## src/rtl/add_accumulate_ctrl.sv

```systemverilog
// add_accumulate_ctrl
// Initiator-side controller for a start/complete adder handshake. Accepts a
// run of N operands on a valid/ready stream, hands each one to an external
// adder together with the running total, captures the returned sum, and
// reports the final total with a one-cycle result_valid pulse.
//
// Optional feature (macro ADD_TIMEOUT_EN): bounds each wait for add_complete
// to TIMEOUT_CYCLES cycles. On expiry the run ends early with the partial
// total and timeout_err set. Without the macro no wait counter is built and
// timeout_err is tied low.

module add_accumulate_ctrl #(
  parameter int DATA_WIDTH     = 32,
  parameter int COUNT_WIDTH    = 8,
  parameter int TIMEOUT_CYCLES = 16
) (
  input  logic                   clock,
  input  logic                   reset_n,
  input  logic                   cfg_start,
  input  logic [COUNT_WIDTH-1:0] cfg_count,
  input  logic                   in_valid,
  input  logic [DATA_WIDTH-1:0]  in_data,
  output logic                   in_ready,
  output logic                   add_start,
  output logic [DATA_WIDTH-1:0]  add_addend1,
  output logic [DATA_WIDTH-1:0]  add_addend2,
  input  logic                   add_complete,
  input  logic [DATA_WIDTH-1:0]  add_sum,
  output logic [DATA_WIDTH-1:0]  result,
  output logic                   result_valid,
  output logic                   busy,
  output logic                   overflow,
  output logic                   timeout_err
);

  // A zero limit would make every wait expire before the adder can answer.
  if (TIMEOUT_CYCLES < 1) begin : g_bad_timeout
    $error("TIMEOUT_CYCLES must be at least 1");
  end

  typedef enum logic [2:0] {
    S_IDLE,
    S_FETCH,
    S_ISSUE,
    S_WAIT,
    S_DONE
  } state_e;

  state_e                 state_q;
  logic [DATA_WIDTH-1:0]  acc_q;
  logic [DATA_WIDTH-1:0]  operand_q;
  logic [COUNT_WIDTH-1:0] remaining_q;
  logic [DATA_WIDTH-1:0]  result_q;
  logic                   overflow_q;
  logic                   timeout_q;

`ifdef ADD_TIMEOUT_EN
  localparam int WaitCntWidth = $clog2(TIMEOUT_CYCLES + 1);
  localparam logic [WaitCntWidth-1:0] WaitLast = WaitCntWidth'(TIMEOUT_CYCLES - 1);
  logic [WaitCntWidth-1:0] wait_cnt_q;
`endif

  // Control FSM plus datapath registers. result_q is loaded on the transition
  // into DONE so that it already carries the final total while result_valid
  // (a decode of DONE) is high.
  // NOTE: every register here is assigned with <= so that all updates in a
  // cycle see the pre-edge values (e.g. the overflow compare uses the old acc).
  always_ff @(posedge clock or negedge reset_n) begin
    if (!reset_n) begin
      state_q     <= S_IDLE;
      acc_q       <= '0;
      operand_q   <= '0;
      remaining_q <= '0;
      result_q    <= '0;
      overflow_q  <= 1'b0;
      timeout_q   <= 1'b0;
`ifdef ADD_TIMEOUT_EN
      wait_cnt_q  <= '0;
`endif
    end else begin
      case (state_q)
        S_IDLE: begin
          if (cfg_start) begin
            remaining_q <= cfg_count;
            acc_q       <= '0;
            overflow_q  <= 1'b0;
            timeout_q   <= 1'b0;
            if (cfg_count == '0) begin
              result_q <= '0;
              state_q  <= S_DONE;
            end else begin
              state_q  <= S_FETCH;
            end
          end
        end

        S_FETCH: begin
          if (in_valid) begin
            operand_q <= in_data;
            state_q   <= S_ISSUE;
          end
        end

        S_ISSUE: begin
`ifdef ADD_TIMEOUT_EN
          wait_cnt_q <= '0;
`endif
          state_q <= S_WAIT;
        end

        S_WAIT: begin
          if (add_complete) begin
            acc_q       <= add_sum;
            overflow_q  <= overflow_q | (add_sum < acc_q);
            remaining_q <= remaining_q - COUNT_WIDTH'(1);
            if (remaining_q == COUNT_WIDTH'(1)) begin
              result_q <= add_sum;
              state_q  <= S_DONE;
            end else begin
              state_q  <= S_FETCH;
            end
          end
`ifdef ADD_TIMEOUT_EN
          else if (wait_cnt_q == WaitLast) begin
            // Adder never answered: keep the partial total and end the run.
            timeout_q   <= 1'b1;
            remaining_q <= '0;
            result_q    <= acc_q;
            state_q     <= S_DONE;
          end else begin
            wait_cnt_q <= wait_cnt_q + WaitCntWidth'(1);
          end
`endif
        end

        S_DONE: begin
          state_q <= S_IDLE;
        end

        default: begin
          state_q <= S_IDLE;
        end
      endcase
    end
  end

  // Outputs are either registers or decodes of the state register, so there
  // is no combinational path from any input to any output.
  assign in_ready     = (state_q == S_FETCH);
  assign add_start    = (state_q == S_ISSUE);
  assign busy         = (state_q != S_IDLE);
  assign result_valid = (state_q == S_DONE);
  assign add_addend1  = acc_q;
  assign add_addend2  = operand_q;
  assign result       = result_q;
  assign overflow     = overflow_q;

`ifdef ADD_TIMEOUT_EN
  assign timeout_err = timeout_q;
`else
  assign timeout_err = 1'b0;
`endif

endmodule

```

## config.mk

```make
export PLATFORM = sky130hd
export DESIGN_NAME = add_accumulate_ctrl
export DESIGN_NICKNAME = d
export VERILOG_FILES = /design/src/rtl/add_accumulate_ctrl.sv
export SDC_FILE = /design/constraint.sdc
export NUM_CORES = 1
export LEC_CHECK = 0
export ABC_CLOCK_PERIOD_IN_PS = 1940
export BUFFER_PORTS_ARGS = -buffer_cell sky130_fd_sc_hd__buf_4
export CAP_MARGIN = 20
export CORE_MARGIN = 4
export CORE_UTILIZATION = 51
export DETAILED_ROUTE_END_ITERATION = 12
export GPL_TIMING_DRIVEN = 0
export PLACE_DENSITY_LB_ADDON = 0.05
export SLEW_MARGIN = 15
export SYNTH_ARGS = -nofsm -noshare
export SYNTH_HDL_FRONTEND = slang
export SYNTH_SLANG_ARGS = --single-unit
```

## constraint.sdc

```tcl
create_clock -name clock -period 1.94 [get_ports clock]
set_clock_uncertainty 0.1 [all_clocks]
set_input_delay 0.291 -clock clock [delete_from_list [all_inputs] [get_ports clock]]
set_output_delay 0.291 -clock clock [all_outputs]
set_load 0.05 [all_outputs]
```

# After elaboration in Yosys (flattened, before gate mapping)
# Index checks and enable logic that the tools add are counted.
op_classes:
  n_addsub: 1
  bitwise_logic: 1
  mux: 20
  magnitude_cmp: 1
  n_reduce_logical: 8
  eq_ne: 10
ops:
  columns: ["op", "n"]
  rows:
  - ["32-bit two-way mux", 6]
  - ["32-bit case mux with 2 select lines", 2]
  - ["32-bit less-than comparator", 1]
  - ["8-bit two-way mux", 2]
  - ["8-bit case mux with 2 select lines", 1]
  - ["3-bit two-way mux", 5]
  - ["3-bit case mux with 4 select lines", 1]
  - ["2-bit != test (second input constant)", 5]
  - ["8-bit by 1-bit == test with 1-bit output (second input constant)", 1]
  - ["8-bit zero test", 1]
  - ["8-bit by 1-bit subtractor with 8-bit output (second input constant)", 1]
  - ["3-bit by 2-bit == test with 1-bit output (second input constant)", 2]
  - ["3-bit AND reduction", 2]
  - ["5-bit AND reduction", 1]
  - ["3-bit by 1-bit == test with 1-bit output (second input constant)", 1]
  - ["3-bit == test (second input constant)", 1]
  - ["3-bit zero test", 1]
  - ["3-bit nonzero test", 1]
  - ["1-bit two-way mux", 2]
  - ["1-bit case mux with 2 select lines", 1]
  - ["2-bit AND reduction", 1]
  - ["2-bit nonzero test", 1]
  - ["1-bit OR", 1]
word_totals:
  elab_cells: 47
  output_inout_bits: 102
  register_bits: 108
  in_bits: 77

# Logic depth before layout (Yosys ltp)
logic_depth:
  depth_word: 4
  depth_mapped: 8
  ltp_nobuf: 7

# Worst setup path after synthesis
# No wires, ideal clock.
synth_path:
  path_kind: "register to register"
  start: "register state_q[0]"
  end: "register state_q[0]"
  setup_ps: 67
  path_buffers: 1
  t_required_ps: 1773
  stages_incl_launch_ff: 6
  t_arrival_ps: 2152
  path_slack_ps: -379
  synth_period_minus_slack_ps: 2319
  path_cell_list: "dfrtp_1 -> buf_4 -> nor3b_1 -> a211oi_1 -> nor3_1 -> a221o_1"
synth_via:
  word_cells_on_any_way: 9
  classes_between: "eq/ne: 6; mux: 1; reduce/logical: 2"
synth_rtl:
  columns: ["element", "line_no", "source"]
  rows:
  - ["start, declared", "49", "state_e state_q;"]
  - ["start signal, assigned", "70", "state_q <= S_IDLE;"]
  - ["start signal, assigned", "90", "state_q <= S_DONE;"]
  - ["start signal, assigned", "92", "state_q <= S_FETCH;"]
  - ["3-bit by 2-bit == test with 1-bit output", null, null]
  - ["via add_start", "24", "output logic add_start,"]
  - ["3-bit case mux with 4 select lines", "81", "case (state_q)"]
# The timed path passes the listed nets, and every way through them passes these cells.
# A chain may end at the register's enable or synchronous reset.

# Final worst setup path
layout_path:
  start: "register state_q[2]"
  end: "register result_q[30] (netlist: result[30])"
layout_via:
  elab_chain_len: 3
  word_cells_on_any_way: 9
  classes_between: "eq/ne: 5; mux: 1; reduce/logical: 3"
layout_lines:
  columns: ["element", "line_no", "source"]
  rows:
  - ["3-bit by 2-bit == test with 1-bit output / 3-bit zero test (equally long branches)", "81", null]
  - ["2-bit != test (no line) / 2-bit nonzero test (equally long branches)", null, null]
  - ["5-bit AND reduction (no line)", null, null]
  - ["end signal, assigned", "117", "result_q <= add_sum;"]
  - ["end, declared", "53", "logic [DATA_WIDTH-1:0] result_q;"]
# Several ways; a longest one is shown, not always the timed one.

==> metrics.txt <==
status finished, final reports clean; Rel. slew slack 0.3469; Slew @ Worst Pin 0.9796 ns; Net Sw Power 0.007600 W; Worst setup endpoint result[30]; die width 112.7 um; row cnt 37; dpl cells 872; first drt pass iteration count 4; Place WS -0.1350 ns; post-synthesis register bit count 108; sw frac 0.5206; layout cells sized above 1 0.4522; part of the power in combinational logic 0.631; initial antenna violation count 0; CTS root buf clkbuf_8; CP startpoint state_q[2]; Leak 3.523 nW; DRT iter0 DRCs 205; final setup vio count 0; Critical Path Stages 8; worst reg2reg path depth 8; vias 4721; Arr. time, crit path 2.11 ns; Tcrit/Tclk final 0.9839; Area growth syn-to-layout 35.90%; Power, Total 0.01460 W; Reg2Reg Launch Point state_q[2]; number of enable flip-flop cells after synthesis 0; crit path launch type register; Die Span Y 112.7 um; vias in the first global route 4776; pwr dens 1923 mW/mm^2; die area 0.01269 sq mm; Sequential Power Share 0.270; Post-Layout Inst Area 0.007592 sq mm; synthesized area per cell 9.994 sq um; Critical-path top delay cell dfrtp_1; worst-skew pair later-pin latency 0.38 ns; CP max FO 10; Min-Delay Path Class input pin to register; fillers 815; largest net degree at the start of global routing 109; Top cell by count, worst path buf_6; Final GP Congestion 0.8794; Max Clk Rate 523.9 MHz; CP Data Required Time 2.14 ns; cell-internal power 0.006998 W; Clock power frac 0.099; unrepaired setup endpoints after global routing yes; ys async rst share 1.000; Fin. Hold Viols 0; clk buf depth 2; max-slew violations 0; PortBufs 177; total negative setup slack 0 ns; Worst R2R End result[30]; Vias/cell 5.251; CP Capture Type register; Boundary Pins 179; Worst Slack Setup Final 0.03119 ns; Wirelength per Cell 16.25 um; first-pass GRT wire length 23840 um; CTS tree done; GRT Residual Overflow 0; CTS HTree Levels 3; CTS sink cnt 108; final WL 14610 um; clock slew at reported path FFs 0.10 ns; Buf/Inv on CP 3; peak supply drop 1.102 mV; ANT nets after route 0; drc violations 0; final net count 868; Cell Area, Synth 0.005587 sq mm; register area share after synthesis 0.4838; post-DP HPWL 10910 um; worst-path cell chain buf_6, nor3_4, a21oi_4, a211oi_2, buf_6, buf_12, nand3_2, o21ai_2; fin crit period 1.909 ns; gr usage total 0.2309; synthesized instance count 559; Post-DP Area 0.007111 sq mm; WS Path Type register to register; main flop type after synthesis dfrtp_1; Synth Warn # 0; core area 0.01051 sq mm; crit-path max cell delay 0.40 ns; Initial Utilization 0.5316; max cap viols 0; synth unique cells 44; R2R setup slack 0.03 ns; syn_nets 669; diode count 0; Final Non-Filler Cells 899; delay-heaviest family, CP buffers and inverters; Num CTS Buffers 9
## worst min path at each step
stage	from	end	slack [ns]	depth (start not counted)
6_report	in_data[31]	add_addend2[31]	0.04	2
3_3_place_gp	add_addend2[10]	add_addend2[10]	0.37	1
4_1_cts	add_sum[31]	add_addend1[31]	0.02	3
2_1_floorplan	reset_n	add_addend1[0]	-0.10	0
3_5_place_dp	reset_n	result[27]	0.40	1
5_1_grt	add_sum[12]	result[12]	0.03	3
## final cells by class
| cell class | instances | area [sq um] | area share |
|---|---|---|---|
| Clock buffer | 10 | 137.6 | 0.01813 |
| Timing Repair Buffer | 189 | 1453 | 0.1913 |
| Buffer | 31 | 261.5 | 0.03444 |
| Tap cell | 136 | 170.2 | 0.02241 |
| Inverter | 69 | 259.0 | 0.03411 |
| Clock inverter | 6 | 68.82 | 0.009064 |
| Sequential cell | 108 | 2714 | 0.3574 |
| Multi-Input combinational cell | 350 | 2529 | 0.3331 |
## registers in the layout, indices dropped and copies added, names as in the netlist
| register | count |
|---|---|
| add_addend1 | 32 |
| add_addend2 | 32 |
| overflow | 1 |
| remaining_q | 8 |
| result | 32 |
| state_q | 3 |
## synthesized netlist by cell type (4+ instances only)
cell type  number  share of area
nor2_1         22          0.015
a31oi_1         5         0.0056
buf_4           7         0.0094
nand3_1         7         0.0063
dfrtp_1       108           0.48
mux2_2         30          0.060
a21oi_1        20          0.018
nand3_2        27          0.048
o21ai_2        27          0.042
inv_1          69          0.046
buf_2          12          0.011
nor4_1          4         0.0045
nand2_1        82          0.055
clkbuf_1       10         0.0067
o21ai_0        52          0.047
nor3_1          5         0.0045
ha_1           33          0.074
## cell families (layout without fill, tap and decap cells)
logic type / count (synthesis) / in the layout / share of synthesized area
and+or+nand+nor: 166 / 166 / 0.1624
DFF: 108 / 108 / 0.4838
AOI/OAI and AO/OA: 118 / 118 / 0.1342
muxes: 32 / 32 / 0.06450
other: 1 / 1 / 0.0006712
buffers and inverters: 101 / 305 / 0.08063
adders and majority gates: 33 / 33 / 0.07391
## placed cells by master (no fill, tap or decap), drive strengths merged, types with 2 or more instances in the layout
cell / netlist / final
a31oi: 5 / 5
nand4: 3 / 3
buf: 22 / 209
a211oi: 4 / 4
nor4: 5 / 5
clkbuf: 10 / 20
nand3: 34 / 34
dfrtp: 108 / 108
nand2b: 3 / 3
o21ai: 80 / 80
inv: 69 / 72
o22a: 2 / 2
nor3: 6 / 6
ha: 33 / 33
mux2: 32 / 32
nor2: 22 / 22
nor3b: 2 / 2
nand2: 82 / 82
and4b: 3 / 3
a21oi: 21 / 21
## power by group through the flow
stage	registers, W	clock network (W)	logic [W]
2_1_floorplan	0.00695	0	0.00307
3_3_place_gp	0.00390	0	0.00863
3_5_place_dp	0.00397	0	0.00878
4_1_cts	0.00394	0.00147	0.00891
5_1_grt	0.00408	0.00157	0.00983
6_report	0.00394	0.00144	0.00922
## repair_timing
action                                  CTS  global route
buffers inserted                          3             8
hold buffers                              1             0
gates cloned                              0             0
endpoints found under the hold margin    59             0
gates resized for setup                   8            55
pin swaps                                 1            12
endpoints found under the setup margin   64            94
## worst reg2reg max path, cell delays in order (launching register included)
cell	delay (ns)
dfrtp_1	0.40
buf_6	0.14
nor3_4	0.29
a21oi_4	0.12
a211oi_2	0.28
buf_6	0.21
buf_12	0.16
nand3_2	0.09
o21ai_2	0.07
## stage by stage
stage | utilization | hold slack, ns
floorplan | - | -0.1046
global placement | 0.6763 | 0.3703
detailed placement | 0.6766 | 0.3957
CTS | 0.7026 | 0.02048
global route | 0.7225 | 0.02605
finish | 0.7225 | 0.04056
## routing by layer
layer / track usage / part of all wire
met1: 0.2962 / 0.42
met2: 0.3949 / 0.50
met3: 0.04798 / 0.064
met4: 0.06731 / 0.016
met5: 0 / 0
Power figures use the tool's default switching activity.
